$ cat config.mk
export PLATFORM = sky130hd
export DESIGN_NAME = score_digit_renderer
export DESIGN_NICKNAME = d
export VERILOG_FILES = /design/src/rtl/score_digit_renderer_pkg.sv /design/src/rtl/score_digit_renderer_bcd_counter2.sv /design/src/rtl/score_digit_renderer.sv
export SDC_FILE = /design/constraint.sdc
export NUM_CORES = 1
export LEC_CHECK = 0
export BUFFER_PORTS_ARGS = -buffer_cell sky130_fd_sc_hd__buf_2
export CORE_MARGIN = 2
export CORE_UTILIZATION = 25
export CTS_BUF_LIST = sky130_fd_sc_hd__clkbuf_8
export CTS_CLUSTER_DIAMETER = 50
export CTS_CLUSTER_SIZE = 30
export DETAILED_ROUTE_END_ITERATION = 7
export SYNTH_ARGS = -nofsm -noshare
export SYNTH_HDL_FRONTEND = slang
export SYNTH_SLANG_ARGS = --single-unit
$ cat constraint.sdc
create_clock -name clk -period 2.9 [get_ports clk]
set_input_delay 0.58 -clock clk [delete_from_list [all_inputs] [get_ports clk]]
set_output_delay 0.58 -clock clk [all_outputs]
set_load 0.02 [all_outputs]
$ cat src/rtl/score_digit_renderer_pkg.sv
// Shared constants and types for the two-digit score overlay.
package score_digit_renderer_pkg;

    localparam int unsigned DIGIT_W     = 32;
    localparam int unsigned DIGIT_H     = 32;
    localparam logic [11:0] TRANSPARENT = 12'hFFF;

    typedef logic [3:0] bcd_digit_t;

endpackage

$ cat src/rtl/score_digit_renderer_bcd_counter2.sv
// Two-digit BCD score counter with decimal carry and sticky wrap flag.
module bcd_counter2
    import score_digit_renderer_pkg::*;
(
    input  logic       clk,
    input  logic       reset_n,
    input  logic       inc,
    input  logic       clr,
    output bcd_digit_t ones,
    output bcd_digit_t tens,
    output logic       overflow
);

    always_ff @(posedge clk or negedge reset_n) begin
        if (!reset_n) begin
            ones     <= '0;
            tens     <= '0;
            overflow <= 1'b0;
        end else if (clr) begin
            ones     <= '0;
            tens     <= '0;
            overflow <= 1'b0;
        end else if (inc) begin
            if (ones == 4'd9) begin
                ones <= '0;
                if (tens == 4'd9) begin
                    tens     <= '0;
                    overflow <= 1'b1;
                end else begin
                    tens <= tens + 4'd1;
                end
            end else begin
                ones <= ones + 4'd1;
            end
        end
    end

endmodule

$ cat src/rtl/score_digit_renderer.sv
// Score overlay: BCD score, frame-latched display copy, and a two-stage
// compositor that blends digit ROM pixels over the background.
module score_digit_renderer
    import score_digit_renderer_pkg::*;
#(
    parameter logic [9:0] X0 = 10'd288,
    parameter logic [9:0] Y0 = 10'd16
) (
    input  logic        clk,
    input  logic        reset_n,
    input  logic [9:0]  pixel_x,
    input  logic [9:0]  pixel_y,
    input  logic        video_on,
    input  logic        frame_tick,
    input  logic        inc,
    input  logic        clr,
    input  logic [11:0] rgb_bg,
    output logic [3:0]  rom_digit,
    output logic [4:0]  rom_row,
    output logic [4:0]  rom_col,
    input  logic [11:0] rom_color,
    output logic [11:0] rgb_out,
    output logic [7:0]  score_bcd,
    output logic        overflow
);

    localparam logic [10:0] BOX_W = 11'(DIGIT_W);
    localparam logic [10:0] BOX_H = 11'(DIGIT_H);

    bcd_digit_t live_ones;
    bcd_digit_t live_tens;
    bcd_digit_t disp_ones;
    bcd_digit_t disp_tens;

    logic [10:0] px;
    logic [10:0] py;
    logic [10:0] x0_ext;
    logic [10:0] y0_ext;
    logic        in_rows;
    logic        in_tens;
    logic        in_ones;
    logic        hit;
    logic        blank_lead;

    logic        s1_hit;
    logic        s1_blank;
    logic        s1_video_on;
    logic [11:0] s1_bg;

    bcd_counter2 u_counter (
        .clk      (clk),
        .reset_n  (reset_n),
        .inc      (inc),
        .clr      (clr),
        .ones     (live_ones),
        .tens     (live_tens),
        .overflow (overflow)
    );

    assign score_bcd = {live_tens, live_ones};

    // Sampling before the counter edge gives the pre-increment value on a shared cycle.
    always_ff @(posedge clk or negedge reset_n) begin
        if (!reset_n) begin
            disp_ones <= '0;
            disp_tens <= '0;
        end else if (frame_tick) begin
            disp_ones <= live_ones;
            disp_tens <= live_tens;
        end
    end

    // Compare in 11 bits so positions left of / above the field never alias into it.
    assign px      = {1'b0, pixel_x};
    assign py      = {1'b0, pixel_y};
    assign x0_ext  = {1'b0, X0};
    assign y0_ext  = {1'b0, Y0};
    assign in_rows = (py >= y0_ext) && (py < y0_ext + BOX_H);
    assign in_tens = in_rows && (px >= x0_ext) && (px < x0_ext + BOX_W);
    assign in_ones = in_rows && (px >= x0_ext + BOX_W) && (px < x0_ext + (BOX_W << 1));
    assign hit     = in_tens || in_ones;

    assign blank_lead = in_tens && (disp_tens == 4'd0);

    // Digit boxes are 32 wide/high, so the low five bits of the offset are the address.
    assign rom_row = pixel_y[4:0] - Y0[4:0];
    assign rom_col = pixel_x[4:0] - X0[4:0];

    always_comb begin
        rom_digit = '0;
        if (in_tens) begin
            rom_digit = disp_tens;
        end else if (in_ones) begin
            rom_digit = disp_ones;
        end
    end

    always_ff @(posedge clk or negedge reset_n) begin
        if (!reset_n) begin
            s1_hit      <= 1'b0;
            s1_blank    <= 1'b0;
            s1_video_on <= 1'b0;
            s1_bg       <= '0;
        end else begin
            s1_hit      <= hit;
            s1_blank    <= blank_lead;
            s1_video_on <= video_on;
            s1_bg       <= rgb_bg;
        end
    end

    // rom_color here belongs to the pixel now held in stage 1.
    always_ff @(posedge clk or negedge reset_n) begin
        if (!reset_n) begin
            rgb_out <= '0;
        end else if (!s1_video_on) begin
            rgb_out <= '0;
        end else if (!s1_hit || s1_blank || (rom_color == TRANSPARENT)) begin
            rgb_out <= s1_bg;
        end else begin
            rgb_out <= rom_color;
        end
    end

endmodule

==> flow_summary.ini, run 1 <==
[run_status]
outcome = finished, final reports clean

[global_route]
grt_max_degree = 45
track_usage_pct = 9.81
overflow = 0
antenna_found_initial = 0
grt_pass1_wl_um = 6540
grt_pass1_vias = 1366

[run]
max_cap_violations = 0

[cells_and_area]
synthToLayoutAreaGrowth_pct = 23.3
fill_cells = 778
nets = 270
antenna_cells = 0
layout-drive-gt1-share_pct = 38.0

[logic_synthesis]
synth-adder-area-share_pct = 2.65
yosysTopAreaCellShare_pct = 58.2
yosys.area_share.simple_pct = 13.1
synth_compound_area_share_pct = 8.07
yosys_warnings = 0
avgSynthCellArea_um2 = 12.1
yosys_register_bits = 44
synthCells = 156
async_reset_ff_share_pct = 100
synth_edf_count = 0
synth_ff_type = dfrtp_1
synthMuxAreaShare_pct = 11.1
synth.distinct_cells = 32
yosys-top-cells-area = dfrtp_1 (58%), mux2i_1 (6.3%), mux2_2 (4.8%)
synth_top_family_by_area = simple AND/OR/NAND/NOR gates
synthesis.nets = 210
synth.cell_area_um2 = 1890
synth.largest_area_cell = dfrtp_1
synth_xor_xnor_area_share_pct = 0.926
seq_area_frac_synth_pct = 58.2

[clock_tree]
clock_latency_ns = 0.28
clkTransAtPathRegs_ns = 0.08
cts-buffers-inserted = 5
clock_path_buffers = 2
htreeDepth = 2
cts.sinks = 44
cts_root_buf = clkbuf_8
post_cts_resized = 0
post-cts-setup-buffers = 0
cts_tree = yes
ctsHoldBuffers = 0

[sta]
worst_pin_slew_ns = 0.958
setup_tns_ns = 0
whs_ns = 0.394
slew_headroom_pct = 36.1
slew_violations = 0
rsz0062_at_grt = false
setup_viol_count_final = 0
finalCritPeriodShare_pct = 80.7
skew_ns = 0.00211
period_minus_slack_ns = 2.34
finalHoldViolCount = 0
timing.fmax_mhz = 427

[floorplanning]
core_area_um2 = 7290
die_area_um2 = 8280
num_io_pins = 85
start_util_pct = 25.9
rows = 31
die_y_um = 91.0
die_w_um = 91.0

[drt]
routed_wl_um = 3840
dr.pass1.iters = 4
wl_per_cell_um = 12.2
detail-route-antenna-nets = 0
viasPerCell = 4.19
drc_errors = 0
vias = 1319
drt_iter0_markers = 21

[power]
powerDensity_nw_per_um2 = 513
p_leak_nw = 1.21
ir_worst_vdd_v = 0.000195

[critical_path]
critPathMaxFanout = 6
worstSetupStartpointType = input port
crit_type = input port to output pin
crit_arrival_ns = 1.76
crit_path_top_delay_cell = nand4b_1
crit_buf_inv = 2
cpPeakStageDelay_ns = 0.33
worstPathCellList = buf_2 > nor4b_1 > nand4b_1 > nor2_1 > buf_2
critPathCaptureType = output pin
crit_required_ns = 2.32
critical_path.top_delay_family = simple AND/OR/NAND/NOR gates
crit_path_frequent_cell = buf_2

[place]
gp_congestion = 0.786
hpwl_um = 2970
port_buffers = 66

[hold_path]
hold_path.class = input port to flip-flop
placed cells by master, fill, tap and decap left out, drive strengths merged, types with 2 or more instances in the layout:
cell type,count
nor2b,14
a22oi,4
o21ai,5
ha,4
dfrtp,44
nor3,2
mux2i,12
nand2b,2
mux2,8
nor2,13
nand4,3
nand2,7
buf,66
clkbuf,5
inv,5
a21oi,5
flip-flops by register name, summed over array words and instances (netlist names):
register	cells
rgb_out	12
s1_bg	12
disp_ones	4
disp_tens	4
u_counter.ones	4
u_counter.tens	4
s1_blank	1
s1_hit	1
s1_video_on	1
u_counter.overflow	1
synthesized netlist by cell type, drive strengths merged (2+ instances only):
cell	n
o21ai	5
inv	5
mux2i	12
mux2	8
nand2	7
nor2	13
nor3	2
nor2b	14
a22oi	4
a21oi	5
nand4	3
clkbuf	3
nand2b	2
ha	4
buf	10
dfrtp	44
metrics by stage:
step                cells  util, %  instance area (µm²)  setup WS [ns]  power [mW]
global placement      308     30.9                 2250          0.558       0.849
CTS                   315     32.0                 2330          0.493        1.22
detailed placement    308     30.9                 2250          0.497       0.854
floorplan             156        -                 1890          0.895       0.790
finish                315     32.0                 2330          0.560        1.20
global route          315     32.0                 2330          0.355        1.27
kinds of logic after synthesis:
family | after synthesis
buffers and inverters | 18
AO/OA/AOI/OAI | 21
adder cells (fa/ha/maj) | 4
multiplexers | 20
AND/OR/NAND/NOR | 47
flip-flops | 44
XOR/XNOR | 2
area by class of cell:
| class | instances | area, µm² | share of cell area [%] |
|---|---|---|---|
| inverter | 5 | 18.8 | 0.804 |
| multi-input combinational | 94 | 678 | 29.1 |
| timing repair buffer | 66 | 330 | 14.2 |
| sequential | 44 | 1100 | 47.2 |
| tap | 99 | 124 | 5.31 |
| clock buffer | 5 | 68.8 | 2.95 |
| clock inverter | 2 | 12.5 | 0.536 |
path summary, 6_finish.rpt:
path / cells past startpoint / from / end / slack, ns
worst max register to register: 5 / u_counter.ones[0]$_DFFE_PN0P_ / u_counter.tens[3]$_DFFE_PN0P_ / 1.31
min in group asynchronous: 1 / reset_n / rgb_out[3]$_DFF_PN0_ / 0.44
worst min register to register: 2 / u_counter.overflow$_DFFE_PN0P_ / u_counter.overflow$_DFFE_PN0P_ / 0.50
worst min-delay path: 1 / rgb_bg[2] / s1_bg[2]$_DFF_PN0_ / 0.39
max in group asynchronous: 1 / reset_n / u_counter.overflow$_DFFE_PN0P_ / 1.87
worst max-delay path: 5 / pixel_y[9] / rom_digit[0] / 0.56
where the power goes:
group	total [mW]	internal [mW]	switching (mW)
sequential	0.682	0.651	0.0310
combinational	0.155	0.0691	0.0859
clock	0.360	0.163	0.197
total	1.20	0.883	0.314
routing by layer:
metal,track usage [%],vias to the layer above,share of wire (%)
met5,0,-,0
met4,3.41,0,0.57
met3,2.82,4,5.9
met2,16.9,40,52
met1,11.7,633,42
li1,-,642,-
Power figures use the tool's default switching activity.
==> run 2, diff against run 1 <==
--- a/config.mk
+++ b/config.mk
@@ -5,6 +5,7 @@
 export SDC_FILE = /design/constraint.sdc
 export NUM_CORES = 1
 export LEC_CHECK = 0
+export ABC_AREA = 1
 export BUFFER_PORTS_ARGS = -buffer_cell sky130_fd_sc_hd__buf_2
 export CORE_MARGIN = 2
 export CORE_UTILIZATION = 25
==> constraint.sdc (replaced) <==
create_clock -name clk -period 2.1 [get_ports clk]
set_input_delay 0.42 -clock clk [delete_from_list [all_inputs] [get_ports clk]]
set_output_delay 0.42 -clock clk [all_outputs]
set_load 0.02 [all_outputs]
==> run 2 against run 1 <==
Compared with the run above:
- final cell count rose by 28%
- global-route usage rose by 0.78 points
- non-clock buffer count rose by 2
- register-to-register slack got worse by 0.60 ns
- count of clock-buffer cells in the layout rose by 2
- clock power rose by 93%
- flip-flop and latch count did not move
- utilization fell by 0.49 points
- combinational power rose by 63%
- sequential share of layout area fell by 4.0 points
==> flow_summary.ini, run 2 <==
[global_route]
antenna_found_initial = 1
overflow = 0
track_usage_pct = 10.6
grt_pass1_wl_um = 7530
grt_pass1_vias = 1668
grt_max_degree = 45

[sta]
finalCritPeriodShare_pct = 86.0
timing.fmax_mhz = 554
finalHoldViolCount = 0
slew_headroom_pct = 63.1
worst_pin_slew_ns = 0.553
setup_tns_ns = 0
period_minus_slack_ns = 1.81
skew_ns = 0.00324
slew_violations = 0
setup_viol_count_final = 0
rsz0062_at_grt = false
setup_ws_ns = 0.294
whs_ns = 0.186

[place]
hpwl_um = 3300
placed_area_um2 = 2420
pre_cts_slack_ns = 0.284
port_buffers = 66
gp_congestion = 0.817

[critical_path]
crit_path_frequent_cell = nand2_1
worstPathCellList = buf_2 > inv_1 > nand2_1 > nor2_1 > nand2_1 > nor2_4 > nor2_1 > nand2_1 > nand2_1 > buf_2
cpPeakStageDelay_ns = 0.21
r2r_start = u_counter.ones[1]$_DFFE_PN0P_
cp-startpoint = pixel_y[8]
crit_required_ns = 1.68
worstSetupStartpointType = input port
crit_arrival_ns = 1.39
crit_type = input port to output pin
critical_path.top_delay_family = simple AND/OR/NAND/NOR gates
critPathMaxFanout = 9
crit_buf_inv = 3
critPathCaptureType = output pin
crit_path_top_delay_cell = nor2_4

[logic_synthesis]
synth.most_common_cell = nand2_1
yosysTopAreaCellShare_pct = 53.3
yosys-top-cells-area = dfrtp_1 (53%), nand2_1 (10%), inv_1 (5.3%)
yosys_warnings = 0
synth_edf_count = 0
synthesis.nets = 290
synth_common_cells = nand2_1 (56), dfrtp_1 (44), inv_1 (29)
synth.cell_area_um2 = 2060
async_reset_ff_share_pct = 100
avgSynthCellArea_um2 = 8.75
synth.largest_area_cell = dfrtp_1
synth.distinct_cells = 23
synth_ff_type = dfrtp_1
seq_area_frac_synth_pct = 53.3
yosys_register_bits = 44
synthCells = 236

[floorplanning]
rows = 33
core_area_um2 = 8090
die_w_um = 94.9
start_util_pct = 25.5
die_y_um = 94.9
die_area_um2 = 9000
num_io_pins = 85

[drt]
routed_wl_um = 4480
drc_errors = 0
drt_iter0_markers = 36
detail-route-antenna-nets = 0
vias = 1685
viasPerCell = 4.19
dr.pass1.iters = 4
wl_per_cell_um = 11.2

[power]
power_mw = 1.90
powerDensity_nw_per_um2 = 745
ir_worst_vdd_v = 0.000282
p_leak_nw = 1.35

[clock_tree]
cts-buffers-inserted = 5
cts_tree = yes
clock_path_buffers = 2
ctsHoldBuffers = 0
clock_latency_ns = 0.29
post-cts-setup-buffers = 0
cts_root_buf = clkbuf_8
post_cts_resized = 0
clkTransAtPathRegs_ns = 0.08
htreeDepth = 2
cts.sinks = 44

[cells_and_area]
layout-drive-gt1-share_pct = 28.3
synthToLayoutAreaGrowth_pct = 23.5
antenna_cells = 0
nets = 350
fill_cells = 879
final_common_cell = buf_2
final_cell_mix = buf_2 (66), nand2_1 (56), dfrtp_1 (44)
top_regs = rgb_out x12, s1_bg x12
fin_area_um2 = 2550

[hold_path]
hold_path.class = input port to async pin

[run_status]
outcome = finished, final reports clean

[run]
max_cap_violations = 0
## run 2: through the flow
stage / utilization, % / cells
finish: 31.5 / 402
global route: 31.5 / 402
CTS: 31.5 / 402
detailed placement: 29.9 / 394
global placement: 29.9 / 394
floorplan: - / 236
## run 2: final cells by class
type	instances	area (µm²)	share of cell area, %
Clock buffer	7	96.3	3.78
Clock inverter	1	30.0	1.18
Inverter	29	109	4.27
Multi-Input combinational cell	148	737	28.9
Sequential cell	44	1100	43.2
Tap cell	105	131	5.15
Timing Repair Buffer	68	345	13.5
## run 2: cell families after synthesis
logic type	share of synthesized area [%]
adder cells (fa/ha/maj)	2.42
buffers and inverters	11.0
AND/OR/NAND/NOR	24.5
XOR/XNOR	1.27
flip-flops	53.3
AO/OA/AOI/OAI	7.45
## run 2: power breakdown
| group | leakage [nW] | switching [mW] | internal [mW] |
|---|---|---|---|
| registers | 0.560 | 0.0473 | 0.905 |
| clock network | 0.0645 | 0.276 | 0.420 |
| logic | 0.728 | 0.153 | 0.0991 |
| total | 1.35 | 0.476 | 1.42 |
## run 2: per-layer routing
layer / routed length [µm] / vias up / global-route usage, % / share of wire [%]
met3: 360 / 7 / 3.75 / 8.0
met4: 36 / 2 / 2.66 / 0.80
met1: 2060 / 772 / 13.6 / 46
met2: 2020 / 60 / 17.1 / 45
met5: 7 / - / 0 / 0.16
li1: - / 844 / - / -
## run 2: worst paths after layout
check | endpoint | slack, ns | cells after the start
setup / recovery | rom_digit[1] | 0.29 | 10
hold / removal | u_counter.ones[1]$_DFFE_PN0P_ | 0.19 | 2
setup reg to reg | u_counter.tens[0]$_DFFE_PN0P_ | 0.71 | 8
hold reg to reg | rgb_out[4]$_DFF_PN0_ | 0.48 | 2
max in group asynchronous | s1_bg[8]$_DFF_PN0_ | 1.52 | 2
min in group clk | s1_bg[2]$_DFF_PN0_ | 0.23 | 1
==> run 3, diff against run 2 <==
--- a/config.mk
+++ b/config.mk
@@ -7,12 +7,15 @@
 export LEC_CHECK = 0
 export ABC_AREA = 1
 export BUFFER_PORTS_ARGS = -buffer_cell sky130_fd_sc_hd__buf_2
+export CELL_PAD_IN_SITES_DETAIL_PLACEMENT = 2
+export CELL_PAD_IN_SITES_GLOBAL_PLACEMENT = 2
 export CORE_MARGIN = 2
-export CORE_UTILIZATION = 25
-export CTS_BUF_LIST = sky130_fd_sc_hd__clkbuf_8
+export CORE_UTILIZATION = 24
+export CTS_BUF_LIST = sky130_fd_sc_hd__clkbuf_16
 export CTS_CLUSTER_DIAMETER = 50
 export CTS_CLUSTER_SIZE = 30
 export DETAILED_ROUTE_END_ITERATION = 7
+export PLACE_DENSITY_LB_ADDON = 0.1
 export SYNTH_ARGS = -nofsm -noshare
 export SYNTH_HDL_FRONTEND = slang
 export SYNTH_SLANG_ARGS = --single-unit
==> constraint.sdc (replaced) <==
create_clock -name clk -period 1.6 [get_ports clk]
set_input_delay 0.32 -clock clk [delete_from_list [all_inputs] [get_ports clk]]
set_output_delay 0.32 -clock clk [all_outputs]
set_load 0.02 [all_outputs]
==> run 3 against run 2 <==
Compared with the run above:
- the run now ends with negative setup slack left
- sequential power up 30%
- setup slack worse by 0.30 ns
- global-route usage rose by 2.1 points
- clock skew decreased by 0.00085 ns
- die area increased by 4.0%
- power is 44% higher
- combinational power increased by 44%
- register-to-register slack lost 0.49 ns
- flip-flop and latch count stayed put
- wire length increased by 21%
- non-clock buffer count increased by 5
- critical path depth down 2
- critical endpoint is now rom_digit[3]
- largest cell class unchanged
==> flow_summary.ini, run 3 (synthesis results as in run 2) <==
[run_status]
outcome = complete, but fails checks
violations = negative setup slack

[clock_tree]
clock_latency_ns = 0.28
clkTransAtPathRegs_ns = 0.06
htreeDepth = 2
cts-buffers-inserted = 5
ctsHoldBuffers = 0
clock_path_buffers = 2
cts.sinks = 44
cts_tree = yes
cts_root_buf = clkbuf_16

[power]
p_int_mw = 2.06
p_leak_nw = 1.41
seqPwrFrac_pct = 45.4
sw_frac_of_total_pct = 24.8
powerDensity_nw_per_um2 = 1010
clockPowerShare_pct = 41.4
pwr-share-comb_pct = 13.2
switching_power_mw = 0.679
ir_worst_vdd_v = 0.000365
power_mw = 2.74

[global_route]
grt_max_degree = 45
grt_pass1_vias = 2008
antenna_found_initial = 0
overflow = 0
track_usage_pct = 12.7
grt_pass1_wl_um = 9610

[drt]
wl_per_cell_um = 13.3
drt_iter0_markers = 30
routed_wl_um = 5410
dr.pass1.iters = 3
viasPerCell = 4.31
drc_errors = 0
vias = 1757
detail-route-antenna-nets = 0

[floorplanning]
die_area_um2 = 9360
rows = 33
die_w_um = 96.7
core_area_um2 = 8260
start_util_pct = 25.0
die_y_um = 96.7
num_io_pins = 85

[critical_path]
r2r_end = u_counter.tens[0]$_DFFE_PN0P_
critPathCaptureType = output pin
crit_arrival_ns = 1.29
r2r_start = u_counter.ones[1]$_DFFE_PN0P_
reg2reg_slack_ns = 0.22
crit_required_ns = 1.28
crit_type = input port to output pin
crit_end = rom_digit[3]
worst-r2r-cell-count = 8
worstSetupStartpointType = input port
cp-startpoint = pixel_x[7]
critPathMaxFanout = 5

[run]
max_cap_violations = 0

[sta]
slew_headroom_pct = 71.6
rsz0062_at_grt = true
timing.fmax_mhz = 622
setup_viol_count_final = 1
worst_pin_slew_ns = 0.426
period_minus_slack_ns = 1.61
setup_ws_ns = -0.00845
finalHoldViolCount = 0
finalCritPeriodShare_pct = 101
skew_ns = 0.00239
slew_violations = 0

[cells_and_area]
fin_cells = 408
antenna_cells = 0
synthToLayoutAreaGrowth_pct = 31.7
fill_cells = 974
final_cell_mix = buf_2 (61), nand2_1 (49), dfrtp_1 (44)
nets = 356
layout-drive-gt1-share_pct = 32.7
final_common_cell = buf_2
utilization_pct = 32.9
top_regs = rgb_out x12, s1_bg x12

[place]
port_buffers = 66
dp.cells = 398
pre_cts_slack_ns = -0.0999
gp_congestion = 0.699
hpwl_um = 4140

[hold_path]
hold_path.class = input port to async pin
## run 3: how the worst min path moves through the flow
stage	start	endpoint	depth (start not counted)
after floorplan	reset_n	disp_ones[0]$_DFFE_PN0P_	0
after global placement	reset_n	s1_bg[11]$_DFF_PN0_	2
after detailed placement	reset_n	rgb_out[11]$_DFF_PN0_	2
after CTS	reset_n	rgb_out[11]$_DFF_PN0_	2
after global routing	reset_n	rgb_out[11]$_DFF_PN0_	2
final	reset_n	rgb_out[11]$_DFF_PN0_	2
## run 3: timing repair
action | CTS | global route
buffers inserted | 0 | 1
pin swaps | 9 | 2
endpoints found under the setup margin | 4 | 4
cloned | 1 | 0
gates resized for setup | 17 | 5
## run 3: area by class of cell
type,count,area [µm²],area share [%]
Tap cell,105,131,4.83
Multi-Input combinational cell,149,776,28.5
Sequential cell,44,1100,40.5
Timing Repair Buffer,73,439,16.2
Inverter,29,109,4.00
Clock inverter,3,37.5,1.38
Clock buffer,5,125,4.60
## run 3: metrics by stage
| stage | TNS, ns | hold slack (ns) | instance area, µm² |
|---|---|---|---|
| 2_1_floorplan | 0 | 0.0244 | 2060 |
| 3_3_place_gp | -0.238 | 0.328 | 2480 |
| 3_5_place_dp | -0.336 | 0.325 | 2480 |
| 4_1_cts | -0.0560 | 0.0274 | 2700 |
| 5_1_grt | -0.300 | 0.0355 | 2720 |
| 6_report | -0.00845 | 0.0165 | 2720 |
## run 3: power groups by stage
stage / registers, mW / logic, mW / clock network [mW]
after detailed placement: 1.27 / 0.367 / 0
final: 1.24 / 0.362 / 1.13
after floorplan: 1.30 / 0.175 / 0
after CTS: 1.25 / 0.375 / 1.18
after global placement: 1.26 / 0.359 / 0
after global routing: 1.26 / 0.417 / 1.23
## run 3: worst max-delay path: stages
cell     delay [ns]
buf_6          0.10
nor2_2         0.09
nand4_1        0.22
nor2_4         0.22
nor2_1         0.07
nand2_1        0.09
nand2_2        0.06
buf_6          0.13
## run 3: per-layer routing
metal  wire (µm)  GRT usage [%]
met5           0              0
met4          48           3.58
met3         217           2.89
met2        2880           23.6
met1        2270           14.6
